===== src/rtl/fifo_drain_demux.sv =====
// Drain stage for an upstream FIFO. It pops words while data is available and
// no sink is paused, then steers each word to channel 0 or 1 using bit SEL_BIT.
module fifo_drain_demux #(
    parameter int TAMANO_DATOS     = 10,
    parameter int TAMANO_DIRECCION = 8,
    parameter int SEL_BIT          = 9,
    parameter int CNT_W            = 8
) (
    input  logic                    clk,
    input  logic                    reset,
    input  logic                    fifo_empty,
    input  logic [TAMANO_DATOS-1:0] fifo_data,
    input  logic                    pause0,
    input  logic                    pause1,
    output logic                    read_enable,
    output logic [TAMANO_DATOS-1:0] data_out0,
    output logic                    valid_out0,
    output logic [TAMANO_DATOS-1:0] data_out1,
    output logic                    valid_out1,
    output logic [CNT_W-1:0]        word_count,
    output logic [1:0]              state
);

    typedef enum logic [1:0] {
        IDLE  = 2'b00,
        READ  = 2'b01,
        PAUSE = 2'b10
    } state_t;

    state_t state_q;
    logic   rd_pending;
    logic   pause_any;

    // The upstream depth is informational only; nothing here is sized by it.
    logic unused_depth;
    assign unused_depth = (TAMANO_DIRECCION > 0);

    assign pause_any   = pause0 | pause1;
    assign read_enable = reset & (state_q == READ) & ~fifo_empty & ~pause_any;
    assign state       = state_q;

    // NOTE: every register here uses <= so all of them see pre-edge values of
    // each other; a blocking assignment would let rd_pending leak into the
    // capture logic in the same edge and shorten the pipeline by a cycle.
    always_ff @(posedge clk or negedge reset) begin
        if (!reset) begin
            state_q    <= IDLE;
            rd_pending <= 1'b0;
            valid_out0 <= 1'b0;
            valid_out1 <= 1'b0;
            data_out0  <= '0;
            data_out1  <= '0;
            word_count <= '0;
        end else begin
            // Pause is checked first in every state so it wins over empty.
            case (state_q)
                IDLE: begin
                    if (pause_any)        state_q <= PAUSE;
                    else if (!fifo_empty) state_q <= READ;
                end
                READ: begin
                    if (pause_any)        state_q <= PAUSE;
                    else if (fifo_empty)  state_q <= IDLE;
                end
                PAUSE: begin
                    if (!pause_any)       state_q <= fifo_empty ? IDLE : READ;
                end
                // NOTE: the unused 2'b11 encoding is unreachable in normal
                // operation, but an explicit default recovers it to IDLE.
                default:                  state_q <= IDLE;
            endcase

            rd_pending <= read_enable;
            valid_out0 <= 1'b0;
            valid_out1 <= 1'b0;

            // fifo_data is valid the cycle after the pop, which rd_pending tracks.
            if (rd_pending) begin
                if (fifo_data[SEL_BIT]) begin
                    data_out1  <= fifo_data;
                    valid_out1 <= 1'b1;
                end else begin
                    data_out0  <= fifo_data;
                    valid_out0 <= 1'b1;
                end
                word_count <= word_count + CNT_W'(1);
            end
        end
    end

endmodule


===== config.mk =====
export PLATFORM = sky130hd
export DESIGN_NAME = fifo_drain_demux
export DESIGN_NICKNAME = d
export VERILOG_FILES = /design/src/rtl/fifo_drain_demux.sv
export SDC_FILE = /design/constraint.sdc
export NUM_CORES = 1
export LEC_CHECK = 0
export BUFFER_PORTS_ARGS = -buffer_cell sky130_fd_sc_hd__clkbuf_2
export CAP_MARGIN = 10
export CORE_MARGIN = 1.5
export CORE_UTILIZATION = 46
export CTS_CLUSTER_DIAMETER = 40
export DETAILED_ROUTE_END_ITERATION = 10
export PLACE_DENSITY_LB_ADDON = 0.08
export SYNTH_ARGS = -nofsm -noshare
export SYNTH_HDL_FRONTEND = slang
export SYNTH_SLANG_ARGS = --single-unit

===== constraint.sdc =====
create_clock -name clk -period 1.3 [get_ports clk]
set_input_delay 0.195 -clock clk [delete_from_list [all_inputs] [get_ports clk]]
set_output_delay 0.195 -clock clk [all_outputs]
set_load 0.03 [all_outputs]

==> results of run 1 <==
-- metrics by stage --
step / utilization [%] / instance area [sq um] / power, mW
floorplan: - / 1290 / 1.15
global placement: 56.7 / 1540 / 1.22
detailed placement: 56.7 / 1540 / 1.23
CTS: 59.9 / 1620 / 1.82
global route: 60.4 / 1640 / 1.88
finish: 60.4 / 1640 / 1.78
-- power by group --
part	total (mW)	internal, mW	switching [mW]
registers	1.04	1.02	0.0195
clock network	0.572	0.267	0.305
logic	0.171	0.0633	0.108
-- layer usage --
metal / track usage, % / vias up / routed length, microns
met4: 8.16 / 0 / 23
met1: 19.6 / 399 / 1000
li1: - / 390 / -
met3: 5.35 / 3 / 125
met5: 0 / - / 0
met2: 25.3 / 32 / 1070
-- flip-flops by register name, summed over array words and instances, names as in the netlist --
register,count
state,2
data_out1,10
data_out0,9
rd_pending,1
word_count,8
valid_out1,1
valid_out0,1
-- layout make-up --
cell class | count | area (sq um)
Timing Repair Buffer | 52 | 287
Multi-Input combinational cell | 46 | 445
Sequential cell | 32 | 801
Inverter | 2 | 7.51
Fill cell | 235 | 1070
Tap cell | 31 | 38.8
Clock buffer | 8 | 58.8
-- cell families after synthesis --
| family | count (synthesis) | share of synthesized area, % |
|---|---|---|
| buffers and inverters | 6 | 3.78 |
| adders and majority gates | 1 | 0.970 |
| and+or+nand+nor | 16 | 8.15 |
| DFF | 32 | 62.1 |
| muxes | 19 | 19.2 |
| AOI/OAI and AO/OA | 2 | 0.776 |
| xor gates and xnor gates | 7 | 4.75 |
| other | 1 | 0.291 |
-- layout by cell type (no fill, tap or decap) --
cell type / count
conb_1: 1
xor2_1: 4
clkbuf_1: 2
mux2_4: 9
clkbuf_4: 5
dfrtp_1: 32
nand4_1: 1
clkbuf_2: 44
mux2_2: 10
nand4_4: 1
buf_4: 5
or3_1: 1
a21oi_1: 2
buf_2: 1
dlygate4sd3_1: 1
nand2_4: 1
xnor2_1: 3
inv_1: 2
clkbuf_8: 2
nor2_1: 3
nor3_2: 2
nand2b_1: 1
nand2_1: 5
nand2b_2: 1
ha_1: 1
-- how the worst min path moves through the flow --
stage,end,from,depth (start not counted)
2_1_floorplan,data_out0[0],reset,0
3_3_place_gp,word_count[5],reset,2
3_5_place_dp,word_count[6],reset,2
4_1_cts,data_out0[2],fifo_data[2],2
5_1_grt,data_out0[2],fifo_data[2],2
6_report,data_out0[2],fifo_data[2],2
-- timing repair --
| item | CTS | global route |
|---|---|---|
| hold buffers | 1 | 0 |
| endpoints found under the setup margin | 1 | 1 |
| buffers inserted | 1 | 2 |
| pin swaps | 1 | 1 |
| endpoints found under the hold margin | 32 | 0 |
| gates resized for setup | 2 | 1 |
==> results.toml, run 1 <==
[pwr]
peakVddDrop_v = 0.000844
leakage_nw = 0.980
p_per_area_nw_per_um2 = 1090

[sta]
setup_tns_ns = -0.0791
rsz0062_at_grt = "true"
slew_violations = 0
hold_ws_ns = 0.122
hold_viol = 0
post-route-period-util_pct = 103
layout_setup_ws_ns = -0.0446
fin_crit_ns = 1.34
setup_violations = 2
clock-skew-final_ns = 0.00211
max_freq_ghz = 0.744

[setup_path]
critical-path-top-delay-family = "flip-flops"
crit_required_ns = 1.11
r2r-end = "data_out0[5]"
reg2reg_from = "rd_pending"
critPathLaunchType = "register"
path_buf_inv = 1
cp.depth = 3
worst-setup-path-type = "register to output port"
startpoint = "state[0]"
cp_cell_sequence = "nand2_1 -> nor3_2 -> clkbuf_8"
reg2reg_depth = 2
critical-path-slowest-cell = "dfrtp_1"
cp-end-kind = "output port"
critPathMaxFanout = 2
ff2ff_setup_slack_ns = 0.12
cp_data_arrival_time_ns = 1.15
worstSetupEndpoint = "read_enable"
critPathMaxStageDelay_ns = 0.36

[final_layout]
layout-drive-gt1-share_pct = 57.9
finalNetCount = 155
layout.cells.non_filler = 171
syn2layout_area_growth_pct = 27.0
diodes = 0

[yosys]
syn_area_per_cell_sq_um = 15.4
synth_edf_count = 0
syn_inst = 84
synth-async-reset-ratio_pct = 100
synth_cell_types = 21
synth_common_cells = "32 x dfrtp_1, 10 x mux2_2, 9 x mux2_4"
synth.largest_area_cell = "dfrtp_1"
synth_area_sq_um = 1290
synth-seq-cells = 32
synthFlopType = "dfrtp_1"
synth_warnings = 0
synth_most_common_cell = "dfrtp_1"
ys_seq_area_share_pct = 62.1
netlist_top_cells_area = "dfrtp_1 62%, mux2_4 10%, mux2_2 8.7%, xor2_1 2.7%, buf_6 2.6%"
synth_top_area_share_pct = 62.1
synth_nets = 100

[cts]
clock_path_buffers = 2
cts.sinks = 32
htree_num_levels = 2
cts_tree = "built"
cts_made_buffers = 5
clock_latency_ns = 0.32
path_clk_slew_ns = 0.09
root_buffer = "clkbuf_4"

[floorplan]
num_rows = 19
io_pins = 48
core_area_sq_um = 2710
design.die.area_sq_um = 3130
die_h_microns = 56.0
die_w_microns = 56.0
initial_core_util_pct = 47.6

[global_route]
gr-total-overflow = 0
antenna_found_initial = 0
grt_max_degree = 33
grt_pass1_wl_mm = 3.72
grt_pass1_vias = 825
grt_usage_pct = 16.0

[placed_design]
post-dp-hpwl_mm = 1.55
port_buffers = 46
dp_cells = 159
post-place-ws_ns = -0.0135
gp_congestion = 0.664

[drt]
wl_per_cell_microns = 13.0
vias_per_cell = 4.82
drt-initial-drc-count = 9
wirelength_mm = 2.22
dr.pass1.iters = 4
drc = 0
ant_nets = 0
vias = 824

[hold_path]
hold_class = "input port to register"

[outcome]
violations = "setup timing"
status = "finished, violations left"

[flow_run]
cap_violations = 0
(Power assumes the default switching activity.)
==> run 2: changes to the inputs <==
--- a/config.mk
+++ b/config.mk
@@ -8,7 +8,7 @@
 export BUFFER_PORTS_ARGS = -buffer_cell sky130_fd_sc_hd__clkbuf_2
 export CAP_MARGIN = 10
 export CORE_MARGIN = 1.5
-export CORE_UTILIZATION = 46
+export CORE_UTILIZATION = 47
 export CTS_CLUSTER_DIAMETER = 40
 export DETAILED_ROUTE_END_ITERATION = 10
 export PLACE_DENSITY_LB_ADDON = 0.08
==> results.toml, run 2 (synthesis gave the netlist of run 1 again) <==
[drt]
vias_per_cell = 4.84
dr_wl_met3_microns = 132
wl_met2_microns = 950
vias = 808
dr.pass1.iters = 3
wirelength_mm = 2.12
wl_per_cell_microns = 12.7
wl_met1_mm = 1.01
drc = 0
drt-initial-drc-count = 12
ant_nets = 0
top_layer = "met4"

[global_route]
grt_pass1_wl_mm = 3.73
gr-total-overflow = 0
antenna_found_initial = 0
grt_pass1_vias = 832
grt_usage_pct = 16.1
grt_max_degree = 33

[cts]
clock_path_buffers = 2
htree_num_levels = 2
path_clk_slew_ns = 0.08
root_buffer = "clkbuf_4"
cts_tree = "built"
cts_made_buffers = 5
cts.sinks = 32
clock_latency_ns = 0.31

[sta]
slew_violations = 0
post-route-period-util_pct = 101
setup_violations = 2
fin_crit_ns = 1.32
clock-skew-final_ns = 0.00363
setup_tns_ns = -0.0325
max_freq_ghz = 0.760
layout_setup_ws_ns = -0.0164
rsz0062_at_grt = "true"
hold_viol = 0

[final_layout]
final_common_cell = "clkbuf_2"
diodes = 0
finalNetCount = 155
final_cell_mix = "44 x clkbuf_2, 31 x dfrtp_1, 10 x mux2_2"
syn2layout_area_growth_pct = 25.3
regMostFlops = "data_out1"
nFillCells = 212
layout-drive-gt1-share_pct = 59.1
reg_top3 = "data_out1 x10, data_out0 x9, word_count x8"
layout.cells.non_filler = 167
largest_register_ff_count = 10

[setup_path]
cp-end-kind = "output port"
critPathLaunchType = "register"
reg2reg_depth = 2
r2r-end = "data_out0[8]"
worst-setup-path-type = "register to output port"
ff2ff_setup_slack_ns = 0.11
cp_data_arrival_time_ns = 1.12
critPathMaxFanout = 2
crit_required_ns = 1.11
reg2reg_from = "rd_pending"

[pwr]
leakage_nw = 0.968
peakVddDrop_v = 0.000780
p_per_area_nw_per_um2 = 1030

[floorplan]
num_rows = 18
core_area_sq_um = 2540
die_w_microns = 55.4
die_h_microns = 55.4
design.die.area_sq_um = 3070
io_pins = 48
initial_core_util_pct = 50.7

[placed_design]
gp_congestion = 0.696
dp_cells = 158
port_buffers = 46

[flow_run]
cap_violations = 0

[outcome]
violations = "setup timing"
status = "finished, violations left"

[hold_path]
hold_class = "input port to register"
hold_start = "fifo_data[0]"
whs_endpoint = "data_out0[0]"
hold_path_depth = 2
-- run 2: power by group --
part | internal [mW] | switching, mW | total, mW
Clock | 0.180 | 0.281 | 0.462
Sequential | 1.02 | 0.0188 | 1.04
Combinational | 0.0633 | 0.107 | 0.170
-- run 2: area by class of cell --
type	count	area, sq um	area share (%)
well taps	30	37.5	2.32
multi-input cells	46	445	27.6
repair buffers	52	287	17.7
inverters	2	7.51	0.464
flip-flops and latches	32	802	49.6
clock buffers	5	37.5	2.32
-- run 2: metrics by stage --
step	total power, mW	hold WS (ns)	worst slack [ns]	instance area (sq um)	utilization [%]
2_1_floorplan	1.15	-0.101	0.0216	1290	-
3_3_place_gp	1.22	0.283	0.0317	1540	60.4
3_5_place_dp	1.23	0.291	0.0139	1540	60.4
4_1_cts	1.70	0.105	-0.0446	1600	62.9
5_1_grt	1.76	0.106	-0.112	1620	63.5
6_report	1.67	0.124	-0.0164	1620	63.5
-- run 2: how the worst max path moves through the flow --
stage / startpoint / endpoint / cells past startpoint
after floorplan: word_count[0] / word_count[6] / 4
after global placement: pause1 / read_enable / 4
after detailed placement: pause1 / read_enable / 4
after CTS: state[0] / read_enable / 3
after global routing: state[0] / read_enable / 3
final: state[0] / read_enable / 3
-- run 2: worst max-delay path, cell delays in order, from the launching register on --
cell and delay (ns):
dfrtp_1 0.36, nand2_1 0.07, nor3_2 0.20, clkbuf_8 0.19
-- run 2: timing repair --
| action | 4_1_cts | 5_1_grt |
|---|---|---|
| setup endpoints to repair | 1 | 2 |
| pin swaps | 1 | 1 |
| resized for setup | 2 | 2 |
| setup buffers | 1 | 2 |
| hold buffers | 1 | 0 |
| cloned | 0 | 0 |
| endpoints found under the hold margin | 32 | 0 |
-- run 2: layer usage --
layer / vias to the layer above / GRT usage, %
met4: 0 / 9.41
met1: 378 / 20.6
met5: - / 0
li1: 390 / -
met3: 5 / 5.15
met2: 35 / 24.0
